==> src/rtl/vga_vram_scanner.sv <==
// rtl/vga_vram_scanner.sv - 640x480 raster scanner over three 1-bpp VRAM planes
// Each VRAM pixel is upscaled to a SCALE x SCALE block; video outputs lag the counters by one pixel.
module vga_vram_scanner #(
  parameter int PIX_DIV = 4,
  parameter int H_VIS   = 640,
  parameter int H_FP    = 16,
  parameter int H_SYNC  = 96,
  parameter int H_BP    = 48,
  parameter int V_VIS   = 480,
  parameter int V_FP    = 10,
  parameter int V_SYNC  = 2,
  parameter int V_BP    = 33,
  parameter int SCALE   = 5,
  parameter int IMG_W   = 128
) (
  input  logic        clk,
  input  logic        reset,
  output logic [13:0] vram_addr,
  input  logic        vram_r,
  input  logic        vram_g,
  input  logic        vram_b,
  output logic [3:0]  vga_r,
  output logic [3:0]  vga_g,
  output logic [3:0]  vga_b,
  output logic        hsync,
  output logic        vsync,
  output logic        frame_start
);

  localparam int H_TOTAL = H_VIS + H_FP + H_SYNC + H_BP;
  localparam int V_TOTAL = V_VIS + V_FP + V_SYNC + V_BP;
  localparam int DW      = $clog2(PIX_DIV);
  localparam int HW      = $clog2(H_TOTAL);
  localparam int VW      = $clog2(V_TOTAL);
  localparam int SW      = $clog2(SCALE);
  localparam int CW      = $clog2(IMG_W);
  localparam int ROW_MAX = V_VIS / SCALE - 1;

  logic [DW-1:0] r_div;
  logic [HW-1:0] r_hcnt;
  logic [VW-1:0] r_vcnt;
  logic [SW-1:0] r_hsub;
  logic [SW-1:0] r_vsub;
  logic [CW-1:0] r_col;
  logic [6:0]    r_row;
  logic [3:0]    r_vga_r;
  logic [3:0]    r_vga_g;
  logic [3:0]    r_vga_b;
  logic          r_hsync;
  logic          r_vsync;
  logic          r_frame_start;

  logic          w_tick;
  logic          w_h_last;
  logic          w_v_last;
  logic [HW-1:0] w_h_next;
  logic [VW-1:0] w_v_next;
  logic          w_visible;
  logic          w_hs_active;
  logic          w_vs_active;

  assign w_tick      = (r_div == DW'(PIX_DIV - 1));
  assign w_h_last    = (r_hcnt == HW'(H_TOTAL - 1));
  assign w_v_last    = (r_vcnt == VW'(V_TOTAL - 1));
  assign w_h_next    = w_h_last ? '0 : r_hcnt + 1'b1;
  assign w_v_next    = w_v_last ? '0 : r_vcnt + 1'b1;
  assign w_visible   = (r_hcnt < HW'(H_VIS)) && (r_vcnt < VW'(V_VIS));
  assign w_hs_active = (r_hcnt >= HW'(H_VIS + H_FP)) && (r_hcnt < HW'(H_VIS + H_FP + H_SYNC));
  assign w_vs_active = (r_vcnt >= VW'(V_VIS + V_FP)) && (r_vcnt < VW'(V_VIS + V_FP + V_SYNC));

  always_ff @(posedge clk or posedge reset) begin
    if (reset) begin
      r_div <= '0;
    end else if (w_tick) begin
      r_div <= '0;
    end else begin
      r_div <= r_div + 1'b1;
    end
  end

  always_ff @(posedge clk or posedge reset) begin
    if (reset) begin
      r_hcnt <= '0;
      r_vcnt <= '0;
    end else if (w_tick) begin
      r_hcnt <= w_h_next;
      if (w_h_last) begin
        r_vcnt <= w_v_next;
      end
    end
  end

  // Image column steps only while the upcoming screen pixel is visible, so it freezes in blanking.
  always_ff @(posedge clk or posedge reset) begin
    if (reset) begin
      r_hsub <= '0;
      r_col  <= '0;
    end else if (w_tick) begin
      if (w_h_last) begin
        r_hsub <= '0;
        r_col  <= '0;
      end else if (w_h_next < HW'(H_VIS)) begin
        if (r_hsub == SW'(SCALE - 1)) begin
          r_hsub <= '0;
          if (r_col != CW'(IMG_W - 1)) begin
            r_col <= r_col + 1'b1;
          end
        end else begin
          r_hsub <= r_hsub + 1'b1;
        end
      end
    end
  end

  always_ff @(posedge clk or posedge reset) begin
    if (reset) begin
      r_vsub <= '0;
      r_row  <= '0;
    end else if (w_tick && w_h_last) begin
      if (w_v_last) begin
        r_vsub <= '0;
        r_row  <= '0;
      end else if (w_v_next < VW'(V_VIS)) begin
        if (r_vsub == SW'(SCALE - 1)) begin
          r_vsub <= '0;
          if (r_row != 7'(ROW_MAX)) begin
            r_row <= r_row + 1'b1;
          end
        end else begin
          r_vsub <= r_vsub + 1'b1;
        end
      end
    end
  end

  assign vram_addr = 14'({7'd0, r_row} << CW) + 14'(r_col);

  // RAM data was addressed at least PIX_DIV-1 clocks ago, so capturing on the tick is hazard-free.
  always_ff @(posedge clk or posedge reset) begin
    if (reset) begin
      r_vga_r <= 4'h0;
      r_vga_g <= 4'h0;
      r_vga_b <= 4'h0;
      r_hsync <= 1'b1;
      r_vsync <= 1'b1;
    end else if (w_tick) begin
      r_vga_r <= w_visible ? {4{vram_r}} : 4'h0;
      r_vga_g <= w_visible ? {4{vram_g}} : 4'h0;
      r_vga_b <= w_visible ? {4{vram_b}} : 4'h0;
      r_hsync <= ~w_hs_active;
      r_vsync <= ~w_vs_active;
    end
  end

  always_ff @(posedge clk or posedge reset) begin
    if (reset) begin
      r_frame_start <= 1'b0;
    end else begin
      r_frame_start <= w_tick && w_h_last && w_v_last;
    end
  end

  assign vga_r       = r_vga_r;
  assign vga_g       = r_vga_g;
  assign vga_b       = r_vga_b;
  assign hsync       = r_hsync;
  assign vsync       = r_vsync;
  assign frame_start = r_frame_start;

endmodule

==> config.mk <==
export PLATFORM = sky130hd
export DESIGN_NAME = vga_vram_scanner
export DESIGN_NICKNAME = d
export VERILOG_FILES = /design/src/rtl/vga_vram_scanner.sv
export SDC_FILE = /design/constraint.sdc
export NUM_CORES = 1
export LEC_CHECK = 0
export CAP_MARGIN = 20
export CORE_MARGIN = 2
export CORE_UTILIZATION = 38
export DETAILED_ROUTE_END_ITERATION = 12
export PLACE_DENSITY = 0.58
export SLEW_MARGIN = 30
export SYNTH_ARGS = -nofsm -noshare
export SYNTH_HDL_FRONTEND = slang
export SYNTH_SLANG_ARGS = --single-unit
==> constraint.sdc <==
create_clock -name clk -period 6 [get_ports clk]
set_input_delay 0.6 -clock clk [delete_from_list [all_inputs] [get_ports clk]]
set_output_delay 0.6 -clock clk [all_outputs]
set_load 0.02 [all_outputs]
==> impl_results.md, run 1 <==
- Status: complete, no violations
- Crit-path slowest cell: or4_1
- IO Count: 34
- CTS H-tree lvls: 2
- Int Power: 0.416 mW
- WL per Instance: 14.3 um
- DRT Wirelength: 6000 um
- Die ar.: 8130 sq um
- Sequential Power Share: 60.8%
- Tightest Hold Check Type: reg -> reg
- Synthesized net count: 316
- RSZ-0062 raised after global routing: false
- Power Density: 167 nW/um^2
- Tot GR Track Use: 15.8%
- Synth Instances: 300
- Row count: 31
- Synthesized cell area: 2820 sq um
- Setup TNS: 0 ps
- Layout cells sized above 1: 7.19%
- CP Buf/Inv Count: 0
- Num CTS Buffers: 5
- Gate power share: 4.5%
- Synth warnings: 0
- CP Capture Point: r_col[4]
- Max-slew violation count: 0
- Seq/Total Area, Yosys: 42.6%
- Post-Synth XOR/XNOR Area: 2.48%
- Max cap viols: 0
- Starting Density: 39.1%
- Arr. time, crit path: 2840 ps
- Post-synth cell types: 57
- Ys flop type: dfrtp_1
- Synth Area in Compound Gates: 19.4%
- Power Total: 0.536 mW
- CTS clock-pin slew for the worst setup and hold paths: 90 ps
- Post-placement cell area: 3120 sq um
- Residual DRC: 0
- Drt first pass iters: 4
- Multi-input gate area: 1390 sq um
- CP top delay family: simple AND/OR/NAND/NOR gates
- Storage cell area: 1200 sq um
- Largest family of logic cells by synthesized area: simple AND/OR/NAND/NOR gates
- Crit-path cells: ha_1, and4_1, nand3_1, nand2_1, o2111ai_2, or4_1, nand3_1
- Type of origin of the critical path: flip-flop
- Final HPWL DP: 4170 um
- Critical path startpoint: r_hcnt[1]
- Final period utilization: 43.4%
- Tmin final: 2600 ps
- Worst Setup Path Type: reg -> reg
- Final-layout fill cell count: 739
- Ant diodes: 0
- Die Ht: 90.2 um
- Reg2reg path depth: 7
- Vias: 2274
- Switching part of the total: 22.3%
- Number of flops mapped to enable cells by yosys: 0
- Worst r2r src: r_hcnt[1]
- Clk pwr share: 34.8%
- Pleak: 1.24 nW
- VDD IR max: 0.000103 V
- Initial antenna violation count: 0
- Total core area: 7210 sq um
- Fin. Hold Viols: 0
- Number of global-route vias before repair: 2248
- CP Depth: 7
- Port bufs: 33
- Iter 0 DRT Violations: 81
- PostCTS Resize Cnt: 0
- Worst reg2reg endpoint: r_col[4]
- Finished Cell Area: 3200 sq um
- Setup Skew: 3.95 ps
- Global route overflow: 0
- Fmax: 384 MHz
- Syn_area_per_cell: 9.41 sq um
- #FFs+latches synth: 48
- Post-CTS Setup Bufs: 0
- Area grow syn2layout: 13.3%
- Final GP Congestion: 0.877
- Slew @ Worst Pin: 593 ps
- Die W: 90.2 um
- Sw power: 0.119 mW
- Clock tree root driver cell: clkbuf_8
- Max FO, Critical Path: 11
- Largest stage delay on the critical path: 520 ps
- FF-to-FF setup slack: 3400 ps
- CTS tree: built
- Critical Path Sink Type: flip-flop
- Adder-cell area share of the yosys netlist: 4.88%
- Clock sinks: 48
- Nets: 335
- Pin count of the biggest net entering global routing: 49
- First-pass GRT wire length: 10800 um
- Max_slew headroom: 59.9%
- Setup violators final: 0
- CP required: 6230 ps
- CTS Hold Bufs: 0
- FFs w/ async S/R, synth: 100%
- Clock Latency Late Sink: 290 ps
- Post-synthesis mux area share: 0%
- CTS Buffer Depth: 2
- Worst path most repeated cell: nand3_1
- Simple-gate portion of the synthesized area: 22.6%
- Final ANT Viol Nets: 0
- Vias per std cell: 5.43
## cell type report
| cell class | instances | share of cell area, % |
|---|---|---|
| clock buffers | 7 | 2.39 |
| inverters | 15 | 1.84 |
| clock inverters | 1 | 0.156 |
| well taps | 99 | 3.87 |
| repair buffers | 34 | 10.6 |
| multi-input cells | 215 | 43.6 |
| flip-flops and latches | 48 | 37.6 |
## cell usage in the layout, fill, tap and decap left out, types with 2 or more instances in the layout
cell type | synthesis | routed
inv_1 | 15 | 14
dfrtp_1 | 46 | 46
nor2_1 | 15 | 15
and3_1 | 4 | 4
nand3_1 | 15 | 15
nor2b_1 | 4 | 4
nand2b_1 | 2 | 2
nand4b_1 | 2 | 2
and3_2 | 2 | 2
o21ai_0 | 35 | 35
or4_1 | 3 | 3
a21o_1 | 4 | 4
o21ai_2 | 2 | 2
nor3_1 | 8 | 8
nor4b_1 | 2 | 2
clkdlybuf4s50_1 | 0 | 33
nand4_1 | 14 | 14
a22o_1 | 3 | 3
xnor2_1 | 5 | 5
a21oi_1 | 4 | 4
ha_1 | 11 | 11
clkbuf_1 | 6 | 2
o31ai_1 | 7 | 7
clkbuf_8 | 3 | 5
a31oi_1 | 5 | 5
o41ai_1 | 2 | 2
o211ai_1 | 5 | 5
or3_1 | 2 | 2
and4_1 | 4 | 4
xor2_1 | 3 | 3
nand2_1 | 28 | 28
nand3b_1 | 2 | 2
dfstp_2 | 2 | 2
## worst min-delay path by stage
| stage | startpoint | to | slack, ps | cells after the start |
|---|---|---|---|---|
| 2_1_floorplan | r_div[0] | r_div[0] | 400 | 1 |
| 3_3_place_gp | r_div[0] | r_div[0] | 410 | 1 |
| 3_5_place_dp | r_div[0] | r_div[0] | 420 | 1 |
| 4_1_cts | r_div[0] | r_div[0] | 430 | 1 |
| 5_1_grt | r_div[0] | r_div[0] | 440 | 1 |
| 6_report | r_div[0] | r_div[0] | 430 | 1 |
## power groups by stage
stage                     Sequential [mW]  Clock, mW  Combinational [mW]
after floorplan                     0.333          0              0.0143
after global placement              0.332          0              0.0242
after detailed placement            0.332          0              0.0246
after CTS                           0.326      0.199              0.0246
after global routing                0.326      0.210              0.0260
final                               0.326      0.186              0.0239
## registers in the layout (all words and copies together), names as in the netlist
register / count
frame_start: 1
hsync: 1
r_col: 7
r_div: 2
r_hcnt: 10
r_hsub: 3
r_row: 7
r_vcnt: 10
r_vsub: 3
vga_b: 1
vga_g: 1
vga_r: 1
vsync: 1
## metal layers
metal | global-route usage, % | vias to the layer above | wire [um]
met3 | 3.60 | 8 | 226
met2 | 25.8 | 47 | 2860
met4 | 3.59 | 0 | 60
li1 | - | 1135 | -
met1 | 21.6 | 1084 | 2850
met5 | 0 | - | 0
## cell families (layout without fill, tap and decap cells)
logic type      Yosys count  after routing
simple gates            115            115
compound gates           81             81
flops                    48             48
buf+inv                  37             57
fa+ha+maj                11             11
xor+xnor                  8              8
## synth_stat cells, drive strengths merged, types with 4 or more instances
master / n / share of area (%)
nand4: 14 / 3.1
and3: 6 / 1.4
a31oi: 5 / 1.1
o31ai: 7 / 1.9
dfrtp: 46 / 41
buf: 12 / 3.5
clkbuf: 10 / 2.5
inv: 15 / 2.0
nor3: 8 / 1.4
nand3: 15 / 2.7
nor2b: 4 / 0.89
xnor2: 5 / 1.6
nor2: 16 / 2.2
nand2: 28 / 3.7
o211ai: 6 / 1.8
o21ai: 37 / 6.8
a21oi: 4 / 0.71
ha: 11 / 4.9
and4: 4 / 1.2
a21o: 4 / 1.1
## stage by stage
step           hold WS, ps  utilization, %  std cells  setup slack (ps)
2_1_floorplan          403               -        300              3940
3_3_place_gp           414            43.2        411              3510
3_5_place_dp           416            43.2        411              3450
4_1_cts                429            44.3        419              3430
5_1_grt                436            44.3        419              3170
6_report               426            44.3        419              3400
Power figures use the tool's default switching activity.
==> inputs of run 2 (changes only) <==
==> constraint.sdc (replaced) <==
create_clock -name clk -period 2.4 [get_ports clk]
set_input_delay 0.24 -clock clk [delete_from_list [all_inputs] [get_ports clk]]
set_output_delay 0.24 -clock clk [all_outputs]
set_load 0.02 [all_outputs]
==> run 2 against run 1 <==
Against the previous run:
- total power grew to 2.5 times the previous value
- utilization is 1.4 points higher
- worst setup slack got worse by 3200 ps
- register-to-register slack got worse by 3200 ps
- die area unchanged
- largest cell class unchanged
- highest routed layer unchanged
==> impl_results.md, run 2 (same netlist as run 1, synthesis figures left out) <==
- Initial antenna violation count: 0 (unchanged)
- Global route overflow: 0 (unchanged)
- CP Buf/Inv Count: 0 (unchanged)
- Row count: 31 (unchanged)
- Critical Path Sink Type: flip-flop
- Pin count of the biggest net entering global routing: 45 (-8.2%)
- Clock sinks: 48 (unchanged)
- Largest stage delay on the critical path: 540 ps (+20 ps)
- Post-placement cell area: 3220 sq um (+3.2%)
- Clock tree root driver cell: clkbuf_8
- Fmax: 453 MHz (+18%)
- Vias per std cell: 5.47 (+0.76%)
- Starting Density: 39.1% (unchanged)
- Tightest Hold Check Type: in -> async
- Final-layout fill cell count: 737 (-0.27%)
- Multi-input gate area: 1400 sq um (+0.27%)
- Final GP Congestion: 0.770 (-12%)
- Iter 0 DRT Violations: 118 (+46%)
- Final HPWL DP: 4400 um (+5.7%)
- Post-CTS Setup Bufs: 0 (unchanged)
- Ant diodes: 0 (unchanged)
- Max-slew violation count: 0 (unchanged)
- Area grow syn2layout: 17.0%
- Crit-path cells: ha_2, and4_2, o21ai_2, a32oi_2, o2111ai_2, or4_1, nand3_1
- Arr. time, crit path: 2450 ps (-390 ps)
- CP top delay family: simple AND/OR/NAND/NOR gates
- Status: complete, no violations
- Die ar.: 8130 sq um (unchanged)
- Fin. Hold Viols: 0 (unchanged)
- Type of origin of the critical path: flip-flop
- Residual DRC: 0 (unchanged)
- Power Density: 410 nW/um^2 (+140%)
- Vias: 2357 (+3.6%)
- Finished Cell Area: 3300 sq um (+3.2%)
- Max cap viols: 0 (unchanged)
- Biggest registers after layout: r_hcnt x10, r_vcnt x10
- Tmin final: 2210 ps (-398 ps)
- Setup Skew: 10.0 ps (+6.08 ps)
- IO Count: 34 (unchanged)
- Total core area: 7210 sq um (unchanged)
- Tot GR Track Use: 16.6% (+0.75 points)
- CP required: 2640 ps (-3590 ps)
- Reg2reg path depth: 7 (unchanged)
- CP Depth: 7 (unchanged)
- Setup TNS: 0 ps (unchanged)
- First-pass GRT wire length: 11200 um (+3.4%)
- Number of global-route vias before repair: 2352 (+4.6%)
- Commonest non-fill, non-tap cell in the layout: dfrtp_1
- RSZ-0062 raised after global routing: false
- Slew @ Worst Pin: 613 ps (+19.8 ps)
- Most frequent cells in the layout: dfrtp_1, o21ai_0, clkdlybuf4s50_1, nand2_1
- VDD IR max: 0.000198 V (+92%)
- Port bufs: 33 (unchanged)
- Layout cells sized above 1: 11.1% (+4.0 points)
- Final period utilization: 91.9% (+49 points)
- PostCTS Resize Cnt: 0 (unchanged)
- Storage cell area: 1200 sq um (unchanged)
- Pleak: 1.30 nW (+4.8%)
- CTS tree: built
- Drt first pass iters: 4 (unchanged)
- Die Ht: 90.2 um (unchanged)
- CTS H-tree lvls: 2 (unchanged)
- Max FO, Critical Path: 7 (-4)
- Clock Latency Late Sink: 300 ps (about the same)
- Num CTS Buffers: 5 (unchanged)
- Critical path startpoint: r_hcnt[1]
- Nets: 347 (+3.6%)
- Setup violators final: 0 (unchanged)
- Max_slew headroom: 58.6% (-1.3 points)
- Crit-path slowest cell: or4_1
- CTS Buffer Depth: 2 (unchanged)
- DRT Wirelength: 6210 um (+3.5%)
- Die W: 90.2 um (unchanged)
- Worst Setup Path Type: reg -> reg
- Worst r2r src: r_hcnt[1]
- CTS Hold Bufs: 0 (unchanged)
- CTS clock-pin slew for the worst setup and hold paths: 90 ps (about the same)
- Final ANT Viol Nets: 0 (unchanged)
- WL per Instance: 14.4 um (+0.63%)
-- run 2: cell count changes in the layout (fill, tap and decap cells not counted) --
| cell | before | now |
|---|---|---|
| inv_2 | 0 | 1 |
| ha_1 | 11 | 10 |
| and4_1 | 4 | 3 |
| buf_12 | 0 | 1 |
| ha_2 | 0 | 1 |
| inv_4 | 1 | 0 |
| buf_4 | 1 | 12 |
| and4_2 | 0 | 1 |
-- run 2: worst paths after layout --
check	endpoint	slack, ps
worst max-delay path	r_col[4]	190
max in group asynchronous	vsync	1750
worst min register to register	r_div[0]	430
min in group clk	r_div[0]	430
worst max register to register	r_col[4]	190
worst min-delay path	r_row[6]	140
-- run 2: through the flow --
stage          utilization [%]  cells  power (mW)  hold slack (ps)  worst slack [ps]
5_1_grt                   45.8    431        1.42              171              14.2
2_1_floorplan                -    300       0.869              369               339
4_1_cts                   45.7    431        1.38              136               132
3_3_place_gp              44.6    423       0.894              413               214
3_5_place_dp              44.6    423       0.895              428               142
6_report                  45.8    431        1.35              143               193
-- run 2: layout make-up --
class,count,area share [%]
Clock buffer,7,2.31
Tap cell,99,3.75
Sequential cell,48,36.4
Inverter,15,1.70
Multi-Input combinational cell,215,42.3
Clock inverter,1,0.152
Timing Repair Buffer,46,13.3
-- run 2: power breakdown --
part / total [mW] / leakage [nW] / switching [mW] / internal (mW)
clock network: 0.476 / 0.0422 / 0.271 / 0.205
registers: 0.814 / 0.632 / 0.00320 / 0.811
logic: 0.0630 / 0.624 / 0.0347 / 0.0283
-- run 2: routing by layer --
metal / GRT usage, % / vias up / wire [um] / part of all wire, %
met5: 0 / - / 0 / 0
met2: 26.6 / 28 / 2950 / 47
met1: 23.0 / 1166 / 3080 / 50
met3: 3.02 / 4 / 143 / 2.3
li1: - / 1159 / - / -
met4: 4.62 / 0 / 48 / 0.77
